**config.mk**
```make
export PLATFORM = sky130hd
export DESIGN_NAME = uart_rx_ack
export DESIGN_NICKNAME = d
export VERILOG_FILES = /design/src/rtl/uart_pkg.sv /design/src/rtl/uart_rx_tick_gen.sv /design/src/rtl/uart_rx_ack.sv
export SDC_FILE = /design/constraint.sdc
export NUM_CORES = 1
export LEC_CHECK = 0
export BUFFER_PORTS_ARGS = -buffer_cell sky130_fd_sc_hd__buf_2
export CAP_MARGIN = 25
export CORE_UTILIZATION = 25
export DETAILED_ROUTE_END_ITERATION = 8
export HOLD_SLACK_MARGIN = 0.02
export PLACE_DENSITY = 0.48
export SYNTH_ARGS = -nofsm -noshare
export SYNTH_HDL_FRONTEND = slang
export SYNTH_SLANG_ARGS = --single-unit
```
**constraint.sdc**
```tcl
create_clock -name clk -period 1.85 [get_ports clk]
set_input_delay 0 -clock clk [delete_from_list [all_inputs] [get_ports clk]]
set_output_delay 0 -clock clk [all_outputs]
set_load 0.005 [all_outputs]
```
**src/rtl/uart_pkg.sv**
```systemverilog
// Shared types and frame constants for the acknowledged UART receiver.
// Used by uart_rx_ack; the ack path is built only with UART_RX_ACK_EN defined.
package uart_pkg;

  typedef enum logic [2:0] {
    IDLE     = 3'd0,
    START    = 3'd1,
    DATA     = 3'd2,
    STOP     = 3'd3,
    ACK_WAIT = 3'd4,
    ACK_SEND = 3'd5
  } rx_state_e;

  localparam logic [7:0] ACK_BYTE_DEF = 8'hCC;
  localparam int DATA_BITS  = 8;
  localparam int FRAME_BITS = 10;

  // Line level of bit idx of an 8N1 frame: start, data LSB first, stop.
  function automatic logic frame_bit(input logic [7:0] byte_v, input logic [3:0] idx);
    logic [9:0] fr;
    fr = {1'b1, byte_v, 1'b0};
    if (idx < 4'(FRAME_BITS)) begin
      frame_bit = fr[idx];
    end else begin
      frame_bit = 1'b1;
    end
  endfunction

endpackage

```
**src/rtl/uart_rx_tick_gen.sv**
```systemverilog
// Free-running divider producing a one-clk sample-tick enable every DIV clocks.
module uart_rx_tick_gen #(
  parameter int DIV = 163
) (
  input  logic clk,
  input  logic reset,
  output logic tick
);

  localparam int CW = (DIV > 1) ? $clog2(DIV) : 1;

  logic [CW-1:0] cnt_q, cnt_d;
  logic          tick_q, tick_d;

  // wrap counter and flag the wrap cycle
  always_comb begin
    if (cnt_q == CW'(DIV - 1)) begin
      cnt_d  = '0;
      tick_d = 1'b1;
    end else begin
      cnt_d  = cnt_q + CW'(1);
      tick_d = 1'b0;
    end
  end

  always_ff @(posedge clk or negedge reset) begin
    if (!reset) begin
      cnt_q  <= '0;
      tick_q <= 1'b0;
    end else begin
      cnt_q  <= cnt_d;
      tick_q <= tick_d;
    end
  end

  assign tick = tick_q;

endmodule

```
**src/rtl/uart_rx_ack.sv**
```systemverilog
// 8N1 UART receiver that answers each good frame with ACK_BYTE on ack_out.
// The acknowledge path is compiled in only when UART_RX_ACK_EN is defined.
module uart_rx_ack
  import uart_pkg::*;
#(
  parameter int          CLK_FREQ       = 50000000,
  parameter int          BAUD           = 19200,
  parameter int          OVERSAMPLE     = 16,
  parameter logic [7:0]  ACK_BYTE       = ACK_BYTE_DEF,
  parameter int          ACK_DELAY_BITS = 1
) (
  input  logic       clk,
  input  logic       reset,
  input  logic       rx_in,
  output logic       ack_out,
  output logic [7:0] data_out,
  output logic       data_valid,
  output logic       frame_err,
  output logic       rx_busy,
  output logic [2:0] state_rx
);

  localparam int DIV   = (CLK_FREQ + (BAUD * OVERSAMPLE) / 2) / (BAUD * OVERSAMPLE);
  // OVERSAMPLE is a power of two, so os_cnt wraps naturally
  localparam int OS_W  = $clog2(OVERSAMPLE);
  localparam int DLY_W = $clog2(ACK_DELAY_BITS * OVERSAMPLE + 1);
  localparam logic [OS_W-1:0] OS_MID  = OS_W'(OVERSAMPLE / 2 - 1);
  localparam logic [OS_W-1:0] OS_LAST = OS_W'(OVERSAMPLE - 1);
`ifdef UART_RX_ACK_EN
  localparam logic [DLY_W-1:0] DLY_LAST = DLY_W'(ACK_DELAY_BITS * OVERSAMPLE - 1);
`endif

  logic            tick_s, rx_s, at_mid_s, at_last_s;
  logic            sync1_q, sync2_q;
  rx_state_e       state_q, state_d;
  logic [OS_W-1:0] os_q, os_d;
  logic [3:0]      bit_q, bit_d;
  logic [DLY_W-1:0] dly_q, dly_d;
  logic [7:0]      shreg_q, shreg_d, data_q, data_d;
  logic            dv_q, dv_d, fe_q, fe_d, ack_q, ack_d, busy_q, busy_d, armed_q, armed_d;

  uart_rx_tick_gen #(.DIV(DIV)) u_tick (
    .clk   (clk),
    .reset (reset),
    .tick  (tick_s)
  );

  assign rx_s      = sync2_q;
  assign at_mid_s  = tick_s && (os_q == OS_MID);
  assign at_last_s = tick_s && (os_q == OS_LAST);

  // next-state, datapath and output decode
  always_comb begin
    state_d = state_q;
    os_d    = tick_s ? os_q + OS_W'(1) : os_q;
    bit_d   = bit_q;
    dly_d   = dly_q;
    shreg_d = shreg_q;
    data_d  = data_q;
    dv_d    = 1'b0;
    fe_d    = 1'b0;
    armed_d = armed_q;
    case (state_q)
      IDLE: begin
        armed_d = armed_q | rx_s;
        if (tick_s && armed_q && !rx_s) begin
          os_d    = '0;
          state_d = START;
        end else begin
          state_d = IDLE;
        end
      end
      START: begin
        if (at_mid_s) begin
          if (!rx_s) begin
            os_d    = '0;
            bit_d   = 4'd0;
            state_d = DATA;
          end else begin
            state_d = IDLE;
          end
        end else begin
          state_d = START;
        end
      end
      DATA: begin
        if (at_last_s) begin
          shreg_d = {rx_s, shreg_q[7:1]};
          bit_d   = bit_q + 4'd1;
          if (bit_q == 4'(DATA_BITS - 1)) begin
            state_d = STOP;
          end else begin
            state_d = DATA;
          end
        end else begin
          state_d = DATA;
        end
      end
      STOP: begin
        if (at_last_s) begin
          if (rx_s) begin
            data_d  = shreg_q;
            dv_d    = 1'b1;
`ifdef UART_RX_ACK_EN
            dly_d   = '0;
            state_d = ACK_WAIT;
`else
            state_d = IDLE;
`endif
          end else begin
            fe_d    = 1'b1;
            armed_d = 1'b0;
            state_d = IDLE;
          end
        end else begin
          state_d = STOP;
        end
      end
`ifdef UART_RX_ACK_EN
      ACK_WAIT: begin
        if (tick_s && (dly_q == DLY_LAST)) begin
          os_d    = '0;
          bit_d   = 4'd0;
          state_d = ACK_SEND;
        end else if (tick_s) begin
          dly_d   = dly_q + DLY_W'(1);
        end else begin
          state_d = ACK_WAIT;
        end
      end
      ACK_SEND: begin
        if (at_last_s && (bit_q == 4'(FRAME_BITS - 1))) begin
          armed_d = 1'b0;
          state_d = IDLE;
        end else if (at_last_s) begin
          bit_d   = bit_q + 4'd1;
        end else begin
          state_d = ACK_SEND;
        end
      end
`endif
      default: begin
        if (tick_s) begin
          state_d = IDLE;
        end else begin
          state_d = state_q;
        end
      end
    endcase
    // ACK_SEND is unreachable without the ack path, so ack_d stays high there
    ack_d  = (state_d == ACK_SEND) ? frame_bit(ACK_BYTE, bit_d) : 1'b1;
    busy_d = (state_d != IDLE);
  end

  // synchroniser, FSM and registered outputs
  always_ff @(posedge clk or negedge reset) begin
    if (!reset) begin
      sync1_q <= 1'b1;
      sync2_q <= 1'b1;
      state_q <= IDLE;
      os_q    <= '0;
      bit_q   <= 4'd0;
      dly_q   <= '0;
      shreg_q <= 8'd0;
      data_q  <= 8'd0;
      dv_q    <= 1'b0;
      fe_q    <= 1'b0;
      ack_q   <= 1'b1;
      busy_q  <= 1'b0;
      armed_q <= 1'b0;
    end else begin
      sync1_q <= rx_in;
      sync2_q <= sync1_q;
      state_q <= state_d;
      os_q    <= os_d;
      bit_q   <= bit_d;
      dly_q   <= dly_d;
      shreg_q <= shreg_d;
      data_q  <= data_d;
      dv_q    <= dv_d;
      fe_q    <= fe_d;
      ack_q   <= ack_d;
      busy_q  <= busy_d;
      armed_q <= armed_d;
    end
  end

  assign ack_out    = ack_q;
  assign data_out   = data_q;
  assign data_valid = dv_q;
  assign frame_err  = fe_q;
  assign rx_busy    = busy_q;
  assign state_rx   = state_q;

endmodule

```
==> metrics.md, run 1 <==
| Metric | Value |
|---|---|
| Initial antenna violation count | `0` |
| Input/output buffers | `17` |
| Worst reg2reg path depth | `6` |
| Root buffer cell | `clkbuf_8` |
| End of the critical path | `data_out[3]` |
| Detailed placement HPWL | `2.432 mm` |
| DR iter-0 viols | `45` |
| Critical R2R Launch | `os_q[1]` |
| CP arrival | `1.96 ns` |
| Initial Utilization | `0.2612` |
| Worst-path clk slew | `0.09 ns` |
| CP endpoint kind | `flop` |
| Rows | `31` |
| Ys Warns | `0` |
| Cell count after synthesis | `~170` |
| Crit path kind | `flop to flop` |
| Slew Viols, Final | `0` |
| FF-to-FF End | `data_out[3]` |
| Vias | `1318` |
| Die area | `0.007970 mm2` |
| DRC Markers | `0` |
| Kind of start point of the critical path | `flop` |
| Synth-to-layout area growth | `21.55%` |
| Final WS setup | `0.08044 ns` |
| Fin area | `between 0.002 and 0.0025 mm2` |
| Worst slack, placed | `about 0.0031 ns` |
| Final hold viol count | `0` |
| Register area share after synthesis | `0.5670` |
| Largest net degree at the start of global routing | `44` |
| Mapped cell area | `0.001904 mm2` |
| Number of global-route vias before repair | `1288` |
| R2R Setup Slk | `around 0.080 ns` |
| I/O pins | `18` |
| FMAX | `565.1 MHz` |
| Wire per inst | `approximately 11 um` |
| Total Wirelength | `3.499 mm` |
| Via-to-Cell Ratio | `between 4 and 5` |
| #FFs+latches synth | `43` |
| Die Width | `89.28 um` |
| Global-route wire length before repair | `6.044 mm` |
| Worst path required time | `2.05 ns` |
| Fin crit period | `approximately 1.8 ns` |
| Share of cells above drive strength 1 | `0.2796` |
| Clock Latency Late Sink | `roughly 0.3 ns` |
| Final setup vio count | `0` |
| Syn_area_per_cell | `10.94 um2` |
| Nets | `218` |
| Status | `complete, no violations` |
| Tcrit/Tclk final | `0.9565` |
| GRT overflow | `0` |
| Routed Antenna Nets | `0` |
| CTS sink count | `between 40 and 50` |
| P per Cell Area | `slightly below 700 mW/mm2` |
| RePlAce Congestion | `between 0.7 and 0.8` |
| Crit path max fanout | `5` |
| Hold Path Class | `input pin to async pin` |
| Max-cap violations | `0` |
| DIE HEIGHT | `roughly 89 um` |
| VDD IR-drop max | `0.2382 mV` |
| Worst-margin pin slew | `~0.55 ns` |
| H-tree depth | `2` |
| Normalized max-slew margin | `0.6356` |
| Antenna fix cells | `0` |
| Num CTS Buffers | `5` |
| Critical Path Start | `os_q[1]` |
| Synth unique cells | `38` |
| Tot GR Track Use | `0.1021` |
| CTS tree | `yes` |
| Drt first pass iters | `3` |
| Syn Nets | `182` |
| Clock Skew | `~0.0042 ns` |
| Static Leakage | `1.149 nW` |
| CTS max path bufs | `2` |
| Core Area | `about 0.0073 mm2` |
| Area after DPL | `0.002155 mm2` |
## what timing repair did
item / 4_1_cts / 5_1_grt
pin swaps: 1 / 1
setup buffers: 0 / 5
hold buffers: 2 / 0
gates resized for setup: 0 / 3
gates cloned: 0 / 0
endpoints found under the hold margin: 41 / 0
endpoints found under the setup margin: 4 / 9
## Yosys cell counts
master | number | area (um2)
nand4_1 | 3 | 18.77
inv_1 | 6 | 22.52
xor2_1 | 2 | 17.52
nor4b_1 | 1 | 8.760
or4_1 | 1 | 7.510
nand4bb_4 | 1 | 27.53
or2_2 | 1 | 6.260
ha_1 | 5 | 62.56
nand3_1 | 5 | 25.02
o21a_1 | 1 | 7.510
nand3b_1 | 1 | 7.510
and3_1 | 2 | 12.51
nor2_1 | 15 | 56.30
nand4b_1 | 2 | 17.52
clkbuf_1 | 1 | 3.750
mux2i_1 | 3 | 30.03
buf_6 | 2 | 22.52
mux2_2 | 8 | 90.09
dfrtp_1 | 40 | 1001
nor2_4 | 1 | 11.26
nand2_1 | 35 | 131.4
o2111ai_1 | 1 | 8.760
and2_4 | 1 | 8.760
o21ai_0 | 7 | 35.03
and2_1 | 1 | 6.260
o211ai_2 | 1 | 12.51
o22ai_1 | 1 | 6.260
a21oi_1 | 3 | 15.01
nor4_1 | 2 | 12.51
nor3_1 | 2 | 10.01
xnor2_1 | 6 | 52.55
a221oi_1 | 1 | 8.760
nand2b_1 | 1 | 6.260
and4_1 | 3 | 26.28
o31ai_1 | 1 | 7.510
dfstp_2 | 3 | 78.83
a31oi_1 | 1 | 6.260
buf_2 | 3 | 15.01
## layout by cell type (no fill, tap or decap), types with 3 or more instances in the layout
cell and instances:
nor2_1 15, buf_2 17, dfstp_2 3, nand3_1 5, nand2_1 35, o21ai_0 6
mux2i_1 3, xnor2_1 6, and4_1 3, clkbuf_8 5, nand4_1 3, dfrtp_1 40
inv_1 6, mux2_2 8, ha_1 4, buf_4 16
## metrics by stage
stage	std cells	util	power [W]	TNS (ns)	hold slack [ns]
floorplan	174	-	0.0009645	0	-0.2956
global placement	295	0.2955	0.0009885	0	0.1097
detailed placement	295	0.2955	0.0009883	0	0.1068
CTS	305	0.3111	0.001624	0	0.3170
global route	310	0.3174	0.001655	-0.07720	0.3290
finish	310	0.3174	0.001590	0	0.3007
## report_power, final
part / switching (W) / leakage [nW] / total [W] / internal (W)
combinational: 0.0000192 / 0.533 / 0.0000254 / 0.00000614
clock: 0.000349 / 0.0443 / 0.000619 / 0.000270
sequential: 0.00000238 / 0.571 / 0.000946 / 0.000943
## logic make-up after synthesis
logic type,Yosys count,synth area share
compound gates,17,0.05651
flops,43,0.5670
xor+xnor,8,0.03680
mux,11,0.06308
fa+ha+maj,5,0.03285
buf+inv,12,0.03350
simple gates,78,0.2103
## worst max-delay path, cell delays in order, from the launching register on
cell and delay, ns:
dfrtp_1 0.38, ha_2 0.20, and3_1 0.22, nand4b_1 0.22
nor2_4 0.16, buf_4 0.15, mux2_2 0.33
## routing by layer
layer  GRT usage  wire [um]  up-vias
li1            -          -      663
met1      0.1277       1709      634
met2      0.1596       1601       16
met3     0.03416        119        5
met4     0.04762         68        0
met5           0          0        -
## worst min path at each step
stage | start | end | slack, ns | depth (start not counted)
2_1_floorplan | reset | armed_q | -0.30 | 0
3_3_place_gp | reset | bit_q[2] | 0.11 | 2
5_1_grt | rx_in | sync1_q | 0.33 | 2
4_1_cts | reset | data_out[0] | 0.32 | 3
3_5_place_dp | reset | bit_q[2] | 0.11 | 2
6_report | reset | bit_q[2] | 0.30 | 3
## sequential cells by signal, summed over array words and instances (netlist names), 3 cells and up
name	flops
os_q	4
data_out	8
state_rx	3
shreg_q	8
u_tick.cnt_q	8
bit_q	4
## area by class of cell
class | count | area [um2]
Multi-Input combinational cell | 119 | 769.5
Clock inverter | 3 | 25.02
Timing Repair Buffer | 35 | 225.2
Sequential cell | 43 | 1080
Clock buffer | 5 | 68.82
Fill cell | 788 | 4977
Inverter | 6 | 22.52
Tap cell | 99 | 123.9
Note: power is estimated with default switching activity, not from simulation.
==> run 2, diff against run 1 <==
clock period = 1.45 ns   (was 1.85 ns; I/O delays follow)
==> run 2 against run 1 <==
Net effect:
- the run now ends with negative setup slack left
- global-route usage grew 0.63 points
- worst hold slack lost 0.052 ns
- clock power grew 26%
- core utilization grew 2.9 points
- power grew 27%
- flip-flop and latch count is the same
==> metrics.md, run 2 (synthesis gave the netlist of run 1 again) <==
| Metric | Value |
|---|---|
| Status | `finished with violations` |
| Failing checks | `negative setup slack` |
| Vias | `1371 (+4.0%)` |
| Slew Viols, Final | `0 (unchanged)` |
| Tot GR Track Use | `0.1085 (+0.006320)` |
| Detailed placement HPWL | `2.743 mm (+13%)` |
| Total Wirelength | `3.750 mm (+7.2%)` |
| CP arrival | `1.82 ns (-0.14 ns)` |
| Crit path kind | `flop to flop` |
| Die Width | `89.28 um (unchanged)` |
| Max layer used | `met4` |
| Layout fillers | `779 (-1.1%)` |
| Hold slack | `0.2492 ns (-0.05154 ns)` |
| FMAX | `612.8 MHz (+8.4%)` |
| Via-to-Cell Ratio | `4.284 (+0.77%)` |
| Hold Path Class | `input pin to async pin` |
| Initial antenna violation count | `0 (unchanged)` |
| CTS sink count | `43 (unchanged)` |
| Nets | `228 (+4.6%)` |
| Worst-path clk slew | `0.09 ns (about the same)` |
| Final setup vio count | `15 (+15)` |
| Rows | `31 (unchanged)` |
| Input/output buffers | `17 (unchanged)` |
| Tcrit/Tclk final | `1.125 (+0.1689)` |
| Die area | `0.007970 mm2 (unchanged)` |
| Clock Skew | `0.005216 ns (+0.001015 ns)` |
| Normalized max-slew margin | `0.5833 (-0.05229)` |
| Initial Utilization | `0.2612 (unchanged)` |
| Slowest-stage cell, CP | `dfrtp_1` |
| Fin area | `0.002525 mm2 (+9.1%)` |
| Commonest non-fill, non-tap cell in the layout | `dfrtp_1` |
| Synth-to-layout area growth | `32.59%` |
| Worst path required time | `1.64 ns (-0.41 ns)` |
| Number of global-route vias before repair | `1376 (+6.8%)` |
| Fin crit period | `1.632 ns (-0.1377 ns)` |
| Drt first pass iters | `2 (-1)` |
| RePlAce Congestion | `0.7180 (-8.2%)` |
| Root buffer cell | `clkbuf_8` |
| Wire per inst | `11.72 um (+3.8%)` |
| DIE HEIGHT | `89.28 um (unchanged)` |
| Max incr delay on CP | `0.40 ns (+0.02 ns)` |
| H-tree depth | `2 (unchanged)` |
| Routed wl met2 | `1.780 mm (+11%)` |
| DR iter-0 viols | `47 (+4.4%)` |
| Worst slack, placed | `-0.2364 ns (-0.2395 ns)` |
| Met3 wire length | `108 um (-9.2%)` |
| P per Cell Area | `802.1 mW/mm2 (+17%)` |
| Buf/Inv on CP | `1 (unchanged)` |
| I/O pins | `18 (unchanged)` |
| Num CTS Buffers | `5 (unchanged)` |
| Worst-path cell chain | `ha_4, and3_4, nand4b_1, nor2_4, buf_12, mux2_4` |
| Crit path max fanout | `9 (+4)` |
| Core Area | `0.007292 mm2 (unchanged)` |
| Kind of start point of the critical path | `flop` |
| VDD IR-drop max | `0.2769 mV (+16%)` |
| Static Leakage | `1.224 nW (+6.6%)` |
| RSZ-0062 raised after global routing | `true` |
| Largest net degree at the start of global routing | `28 (-36%)` |
| DRC Markers | `0 (unchanged)` |
| Worst-margin pin slew | `0.6250 ns (+0.07844 ns)` |
| Area after DPL | `0.002313 mm2 (+7.4%)` |
| GRT overflow | `0 (unchanged)` |
| CTS max path bufs | `2 (unchanged)` |
| CTS tree | `yes` |
| Final WS setup | `-0.1819 ns (-0.2623 ns)` |
| Max-cap violations | `0 (unchanged)` |
| Met1 wire length | `1.804 mm (+5.6%)` |
| Clock Latency Late Sink | `0.30 ns (about the same)` |
| Critical path's top delay family | `simple AND/OR/NAND/NOR gates` |
| Most frequent cells in the layout | `39 x dfrtp_1, 34 x nand2_1, 22 x buf_4` |
| Antenna fix cells | `0 (unchanged)` |
| Final hold viol count | `0 (unchanged)` |
| Global-route wire length before repair | `6.451 mm (+6.7%)` |
| Share of cells above drive strength 1 | `0.3756 (+0.09594)` |
| CP endpoint kind | `flop` |
| Routed Antenna Nets | `0 (unchanged)` |
-- run 2: stage by stage --
| step | TNS [ns] | cells | util | power [W] |
|---|---|---|---|---|
| final | -1.820 | 320 | 0.3463 | 0.002025 |
| after global routing | -3.031 | 320 | 0.3463 | 0.002116 |
| after CTS | -1.783 | 319 | 0.3384 | 0.002064 |
| after detailed placement | -2.287 | 308 | 0.3173 | 0.001268 |
| after global placement | -1.722 | 308 | 0.3173 | 0.001267 |
| after floorplan | -1.958 | 174 | - | 0.001231 |
-- run 2: final cells by class --
type | count | area, um2 | area share
clock inverter | 3 | 25.02 | 0.009911
timing repair buffer | 45 | 324.1 | 0.1283
clock buffer | 5 | 68.82 | 0.02725
multi-input combinational | 119 | 879.6 | 0.3484
tap | 99 | 123.9 | 0.04906
sequential | 43 | 1081 | 0.4281
inverter | 6 | 22.52 | 0.008920
-- run 2: what timing repair did --
item | in CTS | in global routing
pin swaps | 2 | 9
setup buffers | 1 | 1
setup endpoints to repair | 16 | 18
hold endpoints to repair | 23 | 0
gates resized for setup | 8 | 12
cloned | 0 | 0
hold buffers | 2 | 0
-- run 2: path summary, 6_finish.rpt --
check                         from  slack, ns  cells after the start     endpoint
max                        os_q[1]      -0.18                      6  data_out[1]
max in group asynchronous    reset       0.63                      3  data_out[6]
min in group clk             rx_in       0.35                      2      sync1_q
min                          reset       0.25                      2     bit_q[0]
max reg2reg                os_q[1]      -0.18                      6  data_out[1]
min reg2reg                sync1_q       0.36                      0         rx_s
-- run 2: layer usage --
metal	vias to the layer above	GRT usage
met5	-	0
met2	16	0.1783
met1	667	0.1353
met3	6	0.03324
li1	682	-
met4	0	0.03752
-- run 2: power by group --
group          total (W)  internal (W)  leakage [nW]  switching (W)
registers        0.00120       0.00120         0.569     0.00000154
logic          0.0000426     0.0000139         0.610      0.0000286
clock network   0.000778      0.000344        0.0443       0.000434
total            0.00203       0.00156          1.22       0.000464
==> run 3, diff against run 2 <==
RECOVER_POWER = 25   (was unset)
==> run 3 against run 2 <==
Net effect:
- the run still ends with negative setup slack left
- register-to-register slack hardly changed
- sequential power hardly changed
- combinational power hardly changed
- setup slack stayed put
- flip-flop and latch count stayed put
- worst hold slack better by 0.026 ns
- sequential share of layout area stayed put
- clock-buffer cell count stayed put
==> metrics.md, run 3 (synthesis gave the netlist of run 1 again) <==
| Metric | Value |
|---|---|
| Status | `finished with violations` |
| Failing checks | `negative setup slack` |
| DRC Markers | `0 (unchanged)` |
| Hold Path Class | `input pin to async pin` |
| Via-to-Cell Ratio | `4.284 (unchanged)` |
| Largest net degree at the start of global routing | `28 (unchanged)` |
| Num CTS Buffers | `5 (unchanged)` |
| Routed Antenna Nets | `0 (unchanged)` |
| Most frequent cells in the layout | `39 x dfrtp_1, 34 x nand2_1, 22 x buf_4` |
| Rows | `31 (unchanged)` |
| Clock Latency Late Sink | `0.30 ns (about the same)` |
| Worst-path clk slew | `0.09 ns (about the same)` |
| Final core utilization | `0.3463 (unchanged)` |
| Wire per inst | `11.72 um (about the same)` |
| Share of cells above drive strength 1 | `0.3756 (unchanged)` |
| Normalized max-slew margin | `0.5363 (-0.04700)` |
| Initial antenna violation count | `0 (unchanged)` |
| Max-cap violations | `0 (unchanged)` |
| Total Wirelength | `3.749 mm (about the same)` |
| Final setup vio count | `15 (unchanged)` |
| Fin crit period | `1.632 ns (unchanged)` |
| Crit path max fanout | `9 (unchanged)` |
| Initial Utilization | `0.2612 (unchanged)` |
| Global-route wire length before repair | `6.451 mm (unchanged)` |
| RePlAce Congestion | `0.7180 (unchanged)` |
| Static Leakage | `1.224 nW (about the same)` |
| Nets | `228 (unchanged)` |
| VDD IR-drop max | `0.2769 mV (unchanged)` |
| P per Cell Area | `802.1 mW/mm2 (about the same)` |
| Final hold viol count | `0 (unchanged)` |
| Vias | `1371 (unchanged)` |
| Root buffer cell | `clkbuf_8` |
| Input/output buffers | `17 (unchanged)` |
| DIE HEIGHT | `89.28 um (unchanged)` |
| Final WS setup | `-0.1819 ns (unchanged)` |
| Worst path required time | `1.64 ns (about the same)` |
| Kind of start point of the critical path | `flop` |
| CP endpoint kind | `flop` |
| Antenna fix cells | `0 (unchanged)` |
| Detailed placement HPWL | `2.743 mm (unchanged)` |
| Number of global-route vias before repair | `1376 (unchanged)` |
| CTS tree | `yes` |
| Worst slack, placed | `-0.2364 ns (unchanged)` |
| Core Area | `0.007292 mm2 (unchanged)` |
| Commonest non-fill, non-tap cell in the layout | `dfrtp_1` |
| RSZ-0062 raised after global routing | `true` |
| Worst reg2reg path depth | `6 (unchanged)` |
| Crit path kind | `flop to flop` |
| H-tree depth | `2 (unchanged)` |
| Drt first pass iters | `2 (unchanged)` |
| Critical R2R Launch | `os_q[1]` |
| CP arrival | `1.82 ns (about the same)` |
| CTS sink count | `43 (unchanged)` |
| Critical Path Start | `os_q[1]` |
| Clock Skew | `0.005216 ns (unchanged)` |
| DR iter-0 viols | `47 (unchanged)` |
| Synth-to-layout area growth | `32.59% (unchanged)` |
| Die area | `0.007970 mm2 (unchanged)` |
| Tot GR Track Use | `0.1085 (unchanged)` |
| Die Width | `89.28 um (unchanged)` |
| Slew Viols, Final | `0 (unchanged)` |
| Worst-margin pin slew | `0.6955 ns (+0.07051 ns)` |
| CTS max path bufs | `2 (unchanged)` |
| FMAX | `612.8 MHz (unchanged)` |
| Pwr Total | `0.002025 W (about the same)` |
| I/O pins | `18 (unchanged)` |
| GRT overflow | `0 (unchanged)` |
| Tcrit/Tclk final | `1.125 (unchanged)` |
[run 3: what timing repair did]
item | 4_1_cts | 5_1_grt
endpoints found under the hold margin | 23 | 0
endpoints found under the setup margin | 16 | 18
hold buffers | 2 | 0
pin swaps | 2 | 9
resized for setup | 8 | 12
setup buffers | 1 | 1
[run 3: layout make-up]
| type | count | area, um2 |
|---|---|---|
| clock buffer | 5 | 68.82 |
| multi-input combinational | 119 | 879.6 |
| sequential | 43 | 1081 |
| tap | 99 | 123.9 |
| inverter | 6 | 22.52 |
| timing repair buffer | 45 | 324.1 |
| clock inverter | 3 | 25.02 |
| fill | 779 | 4767 |
[run 3: metal layers]
| layer | track usage | share of wire |
|---|---|---|
| met5 | 0 | 0 |
| met4 | 0.03752 | 0.015 |
| met3 | 0.03324 | 0.029 |
| met2 | 0.1783 | 0.47 |
| met1 | 0.1353 | 0.48 |
[run 3: critical path: stages, from the launching register on]
cell and delay, ns:
dfrtp_1 0.40, ha_4 0.17, and3_4 0.19, nand4b_1 0.17
nor2_4 0.15, buf_12 0.15, mux2_4 0.30
[run 3: power breakdown]
part           leakage, nW  internal (W)  switching (W)
logic                0.611     0.0000139      0.0000287
clock network       0.0443      0.000344       0.000434
registers            0.569       0.00120     0.00000154
[run 3: final timing paths]
| kind | end | slack [ns] |
|---|---|---|
| max | data_out[1] | -0.18 |
| min | bit_q[0] | 0.27 |
| max reg2reg | data_out[1] | -0.18 |
| min reg2reg | rx_s | 0.36 |
| max in group asynchronous | data_out[6] | 0.58 |
| min in group clk | sync1_q | 0.35 |
[run 3: stage by stage]
step	setup TNS [ns]	cell area, um2	hold WS [ns]	cells
final	-1.820	2525	0.2749	320
after global routing	-3.031	2525	0.3381	320
after CTS	-1.783	2467	0.2861	319
after global placement	-1.722	2313	0.05673	308
after floorplan	-1.958	1969	-0.2956	174
after detailed placement	-2.287	2313	0.06548	308
